File: src/rtl/fft_out_reorder.sv
// Collects bin-tagged butterfly results into a two-bank frame buffer
// and replays each complete frame in natural bin order.
module fft_out_reorder #(
   parameter int DATA_W = 50,
   parameter int N      = 8,
   parameter int IDX_W  = 3,
   parameter bit BITREV = 1'b0
) (
   input  logic              clk_i,
   input  logic              rst_i,
   input  logic              in_valid_i,
   input  logic [DATA_W-1:0] in_data_i,
   input  logic [IDX_W-1:0]  in_idx_i,
   output logic              out_valid_o,
   input  logic              out_ready_i,
   output logic [DATA_W-1:0] out_data_o,
   output logic [IDX_W-1:0]  out_idx_o,
   output logic              out_last_o,
   output logic              overflow_o,
   output logic              dup_err_o
);

   typedef enum logic {
      IDLE,
      SEND
   } drn_state_t;

   function automatic logic [IDX_W-1:0] bit_rev(
      input logic [IDX_W-1:0] v
   );
      for (int i = 0; i < IDX_W; i++)
         bit_rev[i] = v[IDX_W-1-i];
   endfunction

   logic [DATA_W-1:0]   mem [2][N];
   logic [1:0][N-1:0]   mask_q;
   logic [1:0]          full_q;
   logic                cap_bank_q;
   logic                drn_bank_q;
   logic                overflow_q;
   logic                dup_err_q;

   drn_state_t          state_q;
   drn_state_t          state_d;
   logic                out_valid_q;
   logic                out_valid_d;
   logic [DATA_W-1:0]   out_data_q;
   logic [DATA_W-1:0]   out_data_d;
   logic [IDX_W-1:0]    out_idx_q;
   logic [IDX_W-1:0]    out_idx_d;
   logic                out_last_q;
   logic                out_last_d;
   logic                drn_free;

   logic [IDX_W-1:0]    wr_idx;
   logic [N-1:0]        wr_bit;
   logic [N-1:0]        mask_new;
   logic                cap_ok;
   logic                cap_done;
   logic                cap_dup;
   logic                cap_drop;
   logic [IDX_W-1:0]    nxt_idx;

   // capture path: a full cap bank means both banks are busy
   always_comb begin
      wr_idx   = BITREV ? bit_rev(in_idx_i) : in_idx_i;
      wr_bit   = {{(N-1){1'b0}}, 1'b1} << wr_idx;
      cap_ok   = in_valid_i & ~full_q[cap_bank_q];
      cap_drop = in_valid_i & full_q[cap_bank_q];
      mask_new = mask_q[cap_bank_q] | wr_bit;
      cap_dup  = cap_ok & (|(mask_q[cap_bank_q] & wr_bit));
      cap_done = cap_ok & (&mask_new);
   end

   always_ff @(posedge clk_i) begin
      if (cap_ok)
         mem[cap_bank_q][wr_idx] <= in_data_i;
   end

   // drain only frees a full bank, capture only writes a non-full one,
   // so the two never touch the same bank at one edge
   always_ff @(posedge clk_i) begin
      if (rst_i) begin
         mask_q     <= '0;
         full_q     <= '0;
         cap_bank_q <= 1'b0;
         drn_bank_q <= 1'b0;
         overflow_q <= 1'b0;
         dup_err_q  <= 1'b0;
      end else begin
         if (drn_free) begin
            mask_q[drn_bank_q] <= '0;
            full_q[drn_bank_q] <= 1'b0;
            drn_bank_q         <= ~drn_bank_q;
         end
         if (cap_ok) begin
            mask_q[cap_bank_q] <= mask_new;
            if (cap_done) begin
               full_q[cap_bank_q] <= 1'b1;
               cap_bank_q         <= ~cap_bank_q;
            end
         end
         if (cap_dup)
            dup_err_q <= 1'b1;
         if (cap_drop)
            overflow_q <= 1'b1;
      end
   end

   assign nxt_idx = out_idx_q + IDX_W'(1);

   always_comb begin
      state_d     = state_q;
      out_valid_d = out_valid_q;
      out_data_d  = out_data_q;
      out_idx_d   = out_idx_q;
      out_last_d  = out_last_q;
      drn_free    = 1'b0;
      unique case (state_q)
         IDLE: begin
            if (full_q[drn_bank_q]) begin
               state_d     = SEND;
               out_valid_d = 1'b1;
               out_idx_d   = '0;
               out_data_d  = mem[drn_bank_q][0];
               out_last_d  = 1'b0;
            end
         end
         SEND: begin
            if (out_ready_i) begin
               if (out_last_q) begin
                  drn_free   = 1'b1;
                  out_idx_d  = '0;
                  out_last_d = 1'b0;
                  if (full_q[~drn_bank_q]) begin
                     out_data_d = mem[~drn_bank_q][0];
                  end else begin
                     state_d     = IDLE;
                     out_valid_d = 1'b0;
                  end
               end else begin
                  out_idx_d  = nxt_idx;
                  out_data_d = mem[drn_bank_q][nxt_idx];
                  out_last_d = (nxt_idx == IDX_W'(N - 1));
               end
            end
         end
         default: state_d = IDLE;
      endcase
   end

   always_ff @(posedge clk_i) begin
      if (rst_i) begin
         state_q     <= IDLE;
         out_valid_q <= 1'b0;
         out_data_q  <= '0;
         out_idx_q   <= '0;
         out_last_q  <= 1'b0;
      end else begin
         state_q     <= state_d;
         out_valid_q <= out_valid_d;
         out_data_q  <= out_data_d;
         out_idx_q   <= out_idx_d;
         out_last_q  <= out_last_d;
      end
   end

   assign out_valid_o = out_valid_q;
   assign out_data_o  = out_data_q;
   assign out_idx_o   = out_idx_q;
   assign out_last_o  = out_last_q;
   assign overflow_o  = overflow_q;
   assign dup_err_o   = dup_err_q;

endmodule

File: config.mk
export PLATFORM = sky130hd
export DESIGN_NAME = fft_out_reorder
export DESIGN_NICKNAME = d
export VERILOG_FILES = /design/src/rtl/fft_out_reorder.sv
export SDC_FILE = /design/constraint.sdc
export NUM_CORES = 1
export LEC_CHECK = 0
export CORE_MARGIN = 5
export CORE_UTILIZATION = 61
export DETAILED_ROUTE_END_ITERATION = 10
export PLACE_DENSITY = 0.79
export SYNTH_ARGS = -nofsm -noshare
export SYNTH_HDL_FRONTEND = slang
export SYNTH_SLANG_ARGS = --single-unit
export TNS_END_PERCENT = 5
File: constraint.sdc
create_clock -name clk_i -period 4.91 [get_ports clk_i]
set_input_delay 0.982 -clock clk_i [delete_from_list [all_inputs] [get_ports clk_i]]
set_output_delay 0.982 -clock clk_i [all_outputs]
set_load 0.01 [all_outputs]
==> impl_metrics.py, run 1 <==
metrics = {
    "die": {
        "core-area_um2": 57900,
        "num_rows": 88,
        "start_util_pct": 61.8,
        "die_h_um": 252,
        "pin_count": 114,
        "dieArea_um2": 63600,
        "chipWidth_um": 252,
    },
    "global_routing": {
        "antenna_found_initial": 2,
        "globalRouteOverflowTotal": 0,
        "grt_pass1_vias": 21100,
        "grt_pass1_wl_um": 131000,
        "grt_max_degree": 80,
        "track_usage_pct": 27.2,
    },
    "power": {
        "powerDensity_nw_per_um2": 376,
        "switching_power_w": 0.00299,
        "sw_frac_of_total_pct": 19.5,
        "ir_drop_v": 0.000285,
        "power_frac_clock_pct": 44.0,
        "seq_power_share_pct": 53.9,
        "leakagePower_nw": 12.5,
        "pwr-share-comb_pct": 2.1,
        "p_int_w": 0.0123,
    },
    "timing": {
        "finClkSkew_ps": 23.5,
        "worst_pin_slew_ps": 1200,
        "setup_viol": 0,
        "fin_ws_ps": 1530,
        "finalSetupTns_ps": 0,
        "finalCriticalPeriod_ps": 3380,
        "slew_headroom_pct": 20.1,
        "finalCritPeriodShare_pct": 68.8,
        "rsz0062_at_grt": "no",
        "max_clock_freq_mhz": 296,
        "final-max-slew-violation-count": 0,
        "hold_violations": 0,
    },
    "clock_tree": {
        "root_buffer": "clkbuf_16",
        "numCtsBuffers": 86,
        "clk_path_buf_depth": 3,
        "cts_setup_buffers": 0,
        "cts_tree": "done",
        "cts_resized": 0,
        "clock_sinks": 879,
        "clkTransAtPathRegs_ps": 70,
        "holdBufCountCts": 0,
        "clk_latency_ps": 640,
        "ctsHtreeMaxLevel": 3,
    },
    "detailed_routing": {
        "routed_wirelength_um": 86100,
        "post_drt_wl_per_cell_um": 29.1,
        "drt-pass1-iter-count": 5,
        "num_vias": 20500,
        "antenna_left": 0,
        "drc": 0,
        "viasPerCell": 6.93,
        "drtIter0Drc": 2371,
    },
    "run_status": {
        "run_status": "finished clean",
    },
    "synth": {
        "seq_area_frac_synth_pct": 71.6,
        "synth_cell_types": 48,
        "synth_area_per_cell_um2": 17.7,
        "synth-compound-area-share_pct": 5.80,
        "synth_top_family_by_area": "multiplexers",
        "synthCells": 2016,
        "ys_ff_latch": 879,
        "netlist_area_um2": 35800,
        "yosys_warnings": 0,
        "synthArstFlopShare_pct": 0,
        "yosysTopAreaCell": "edfxtp_1",
        "synth_area_leaders": "edfxtp_1 (67%), mux4_2 (13%), dfxtp_1 (4.4%)",
        "synth.top_cell.area_share_pct": 67.2,
        "synthAdderAreaFrac_pct": 0.0699,
        "ys.flop_type": "edfxtp_1",
        "synth_edf_count": 800,
        "synthMuxAreaShare_pct": 14.6,
        "synthXorXnorAreaFrac_pct": 0.0490,
        "synthSimpleGateAreaFrac_pct": 5.44,
        "synth_nets": 2075,
    },
    "finish": {
        "drive_above_1_share_pct": 18.6,
        "final_common_cell": "edfxtp_1",
        "layout_common_cells": "edfxtp_1 (800), mux4_2 (200), clkdlybuf4s50_1 (112)",
        "synthToLayoutAreaGrowth_pct": 13.8,
        "antenna_cells": 0,
        "num-nets-final": 2177,
        "n_fill_cell": 3476,
        "final_util_pct": 70.3,
    },
    "placed_design": {
        "hpwl_um": 45000,
        "gp_congestion": 0.860,
        "portBuffers": 113,
        "place_ws_ps": 991,
    },
    "setup_path": {
        "cp-start-kind": "input pin",
        "cp-end-kind": "flip-flop",
        "criticalPathCategory": "input pin to flip-flop",
        "path_max_fanout": 17,
        "worstPathRequired_ps": 5230,
        "critPathArrivalTime_ps": 3700,
    },
    "hold_path": {
        "hold_path_class": "flip-flop to flip-flop",
    },
    "run": {
        "drv_cap": 0,
    },
}
power by group through the flow:
stage	sequential [W]	clock, W	combinational (W)
3_3_place_gp	0.00840	0	0.000299
4_1_cts	0.00825	0.00681	0.000317
3_5_place_dp	0.00841	0	0.000314
6_report	0.00825	0.00674	0.000321
5_1_grt	0.00825	0.00715	0.000340
2_1_floorplan	0.00841	0	0.000114
state kept, by name, summed over array words and instances (netlist names), named ones only:
name and flops:
out_idx_o 3, mask_q 16, out_last_o 1, dup_err_o 1, state_q 1, out_data_o 50
mem 800, overflow_o 1, full_q 2, out_valid_o 1, drn_bank_q 1, cap_bank_q 1
layout make-up:
cell class | instances | area (um2) | share of cell area [%]
Clock inverter | 50 | 572 | 1.40
Sequential cell | 879 | 25600 | 62.9
Tap cell | 765 | 957 | 2.35
Inverter | 11 | 41.3 | 0.101
Clock buffer | 111 | 2330 | 5.72
Multi-Input combinational cell | 975 | 9460 | 23.2
Timing Repair Buffer | 165 | 1720 | 4.22
Yosys cell counts (all sizes together), types with 2 or more instances:
cell type and instances:
edfxtp 800, mux4 200, nor3 111, nor2 105
o21ai 85, dfxtp 79, clkbuf 76, buf 75
mux2i 68, a211oi 51, nor2b 50, a21oi 43
o2bb2ai 37, nand2 34, nor4 31, o31ai 30
or3 27, a31oi 21, nand3 19, a21o 13
o221a 13, inv 9, o22ai 5, mux2 4
nand3b 4, o211ai 3, o311a 3, or3b 3
clkinv 2, ha 2
logic make-up (layout without fill, tap and decap cells):
| group | after synthesis | after routing |
|---|---|---|
| buf+inv | 162 | 337 |
| mux | 272 | 272 |
| compound gates | 309 | 309 |
| xor+xnor | 2 | 2 |
| simple gates | 390 | 390 |
| flops | 879 | 879 |
| fa+ha+maj | 2 | 2 |
critical path, stage by stage:
cell	delay, ps
clkdlybuf4s50_1	510
inv_1	110
or3_1	790
nor2_4	920
buf_4	360
per-stage QoR:
step | hold WS (ps) | cells | total power, W | instance area, um2
after floorplan | 447 | 2016 | 0.00852 | 35800
after global placement | 450 | 2795 | 0.00870 | 37800
after detailed placement | 458 | 2795 | 0.00872 | 37800
after CTS | 472 | 2956 | 0.0154 | 40700
after global routing | 487 | 2956 | 0.0157 | 40700
final | 476 | 2956 | 0.0153 | 40700
final timing paths:
kind | slack [ps] | cells past startpoint | endpoint | from
hold reg to reg | 480 | 2 | mask_q[4] | mask_q[4]
setup reg to reg | 1570 | 4 | mem[1][358] | cap_bank_q
setup / recovery | 1530 | 5 | mem[1][358] | in_valid_i
hold / removal | 480 | 2 | mask_q[4] | mask_q[4]
per-layer routing:
layer	global-route usage (%)	routed length, um	part of all wire, %
met5	0	24	0.028
met4	9.03	2870	3.3
met3	5.57	9220	11
met2	43.3	41700	48
met1	38.7	32300	37
No activity file was read; power rests on OpenSTA's default activity.
==> inputs of run 2 (changes only) <==
- CORE_UTILIZATION: 61 -> 55
- PLACE_DENSITY: 0.79 -> 0.75
- clock period: 4.91 -> 3 ns (I/O delays scaled with it)
==> run 2 against run 1 <==
Compared with the run above:
- critical path depth rose by 3
- final cell count rose by 4.4%
- via count fell by 0.74%
- worst hold slack improved by 0.56 ps
- wire length rose by 3.4%
- sequential power rose by 64%
- flip-flop and latch count did not move
- sequential share of layout area fell by 0.89 points
- combinational power rose by 75%
- global-route usage fell by 1.9 points
- die area rose by 10%
- largest power group unchanged
- highest routed layer unchanged
==> impl_metrics.py, run 2 (synthesized netlist as in run 1, its figures left out) <==
metrics = {
    "die": {
        "dieArea_um2": 70200,
        "num_rows": 93,
        "start_util_pct": 55.5,
        "core-area_um2": 64500,
        "die_h_um": 265,
        "chipWidth_um": 265,
        "pin_count": 114,
    },
    "setup_path": {
        "slowest_delay_ps": 580,
        "critical_path_depth": 8,
        "cp-start-kind": "flip-flop",
        "crit_chain": "inv_2, ha_4, buf_12, mux4_2, o31ai_1, nor4_1, o221a_1, a21o_1",
        "r2r_setup_slack_ps": 240,
        "worstPathRequired_ps": 3520,
        "cp_top_family": "compound AO/OA/AOI/OAI gates",
        "cp_slowest_cell": "ha_4",
        "criticalPathCategory": "flip-flop to flip-flop",
        "critPathArrivalTime_ps": 3280,
        "r2r_end": "out_data_o[33]",
        "path_max_fanout": 23,
        "reg2reg_from": "out_idx_o[0]",
        "reg2regPathDepth": 8,
        "path_buf_inv": 2,
        "cp-end-kind": "flip-flop",
    },
    "finish": {
        "fin_area_um2": 41300,
        "final_util_pct": 64.0,
        "n_fill_cell": 4270,
        "num-nets-final": 2219,
        "synthToLayoutAreaGrowth_pct": 15.4,
        "largest_reg_flops": 800,
        "largest_register": "mem",
        "drive_above_1_share_pct": 20.6,
        "layout_common_cells": "edfxtp_1 (800), mux4_2 (200), clkdlybuf4s50_1 (112)",
        "final_common_cell": "edfxtp_1",
    },
    "run": {
        "drv_cap": 0,
    },
    "timing": {
        "finalCritPeriodShare_pct": 92.0,
        "worst_pin_slew_ps": 888,
        "max_clock_freq_mhz": 362,
        "finalSetupTns_ps": 0,
        "rsz0062_at_grt": "no",
        "hold_violations": 0,
        "setup_viol": 0,
        "finalCriticalPeriod_ps": 2760,
        "final-max-slew-violation-count": 0,
        "finClkSkew_ps": 28.6,
        "fin_ws_ps": 241,
        "slew_headroom_pct": 40.8,
    },
    "clock_tree": {
        "cts_tree": "done",
        "cts_resized": 0,
        "root_buffer": "clkbuf_16",
        "ctsHtreeMaxLevel": 3,
        "clk_path_buf_depth": 3,
        "numCtsBuffers": 88,
        "holdBufCountCts": 0,
        "clock_sinks": 879,
        "cts_setup_buffers": 0,
        "clkTransAtPathRegs_ps": 60,
        "clk_latency_ps": 630,
    },
    "detailed_routing": {
        "post_drt_wl_per_cell_um": 28.8,
        "num_vias": 20300,
        "drt-pass1-iter-count": 5,
        "antenna_left": 0,
        "drtIter0Drc": 2726,
        "routed_wirelength_um": 89000,
        "drc": 0,
        "viasPerCell": 6.59,
    },
    "hold_path": {
        "worstHoldPathCells": 2,
        "hold_path_class": "flip-flop to flip-flop",
        "min_from": "mask_q[3]",
        "holdPathEnd": "mask_q[3]",
    },
    "global_routing": {
        "grt_pass1_wl_um": 134000,
        "antenna_found_initial": 3,
        "grt_pass1_vias": 20600,
        "globalRouteOverflowTotal": 0,
        "track_usage_pct": 25.3,
        "grt_max_degree": 139,
    },
    "power": {
        "total_power_w": 0.0250,
        "leakagePower_nw": 12.8,
        "powerDensity_nw_per_um2": 605,
        "ir_drop_v": 0.000446,
    },
    "placed_design": {
        "placed_cell_area_um2": 38400,
        "hpwl_um": 52800,
        "portBuffers": 113,
        "place_ws_ps": 288,
        "gp_congestion": 0.828,
    },
    "run_status": {
        "run_status": "finished clean",
    },
}
[run 2: changes by cell type in the layout (fill, tap and decap cells not counted), sizes merged]
cell / delta
buf: +40
clkinv: +7
bufinv: -3
clkinvlp: -2
inv: -2
diode: +1
[run 2: through the flow]
stage	instances	hold WS, ps
global placement	2925	449
CTS	3086	476
finish	3087	477
detailed placement	2925	467
floorplan	2016	447
global route	3086	489
[run 2: worst reg2reg max path, cell delays in order, from the launching register on]
cell and delay [ps]:
dfxtp_4 380, inv_2 60, ha_4 580, buf_12 260, mux4_2 350, o31ai_1 470, nor4_1 150, o221a_1 240
a21o_1 150
[run 2: layer usage]
layer  up-vias  global-route usage (%)  wire length [um]
li1       8521                       -                 -
met1     10400                    36.7             34700
met2      1202                    39.8             42700
met3       169                    5.36              9140
met4         6                    7.37              2390
met5         -                       0                43
[run 2: worst max path at each step]
stage / from / endpoint
final: out_idx_o[0] / out_data_o[33]
after CTS: out_idx_o[0] / out_data_o[16]
after global routing: out_idx_o[0] / out_data_o[16]
after floorplan: in_valid_i / mem[1][250]
after global placement: out_idx_o[0] / out_data_o[16]
after detailed placement: out_idx_o[0] / out_data_o[16]
[run 2: final cells by class]
cell class | count | area, um2 | share of cell area, %
flip-flops and latches | 879 | 25600 | 62.1
multi-input cells | 975 | 9460 | 22.9
clock buffers | 111 | 2370 | 5.74
repair buffers | 205 | 2220 | 5.38
well taps | 855 | 1070 | 2.59
clock inverters | 50 | 497 | 1.20
inverters | 11 | 42.5 | 0.103
diodes | 1 | 2.50 | 0.00606
[run 2: power breakdown]
part | switching [W] | internal [W] | total [W]
sequential | 0.0000331 | 0.0135 | 0.0135
clock | 0.00452 | 0.00637 | 0.0109
combinational | 0.000384 | 0.000178 | 0.000561
total | 0.00494 | 0.0200 | 0.0250
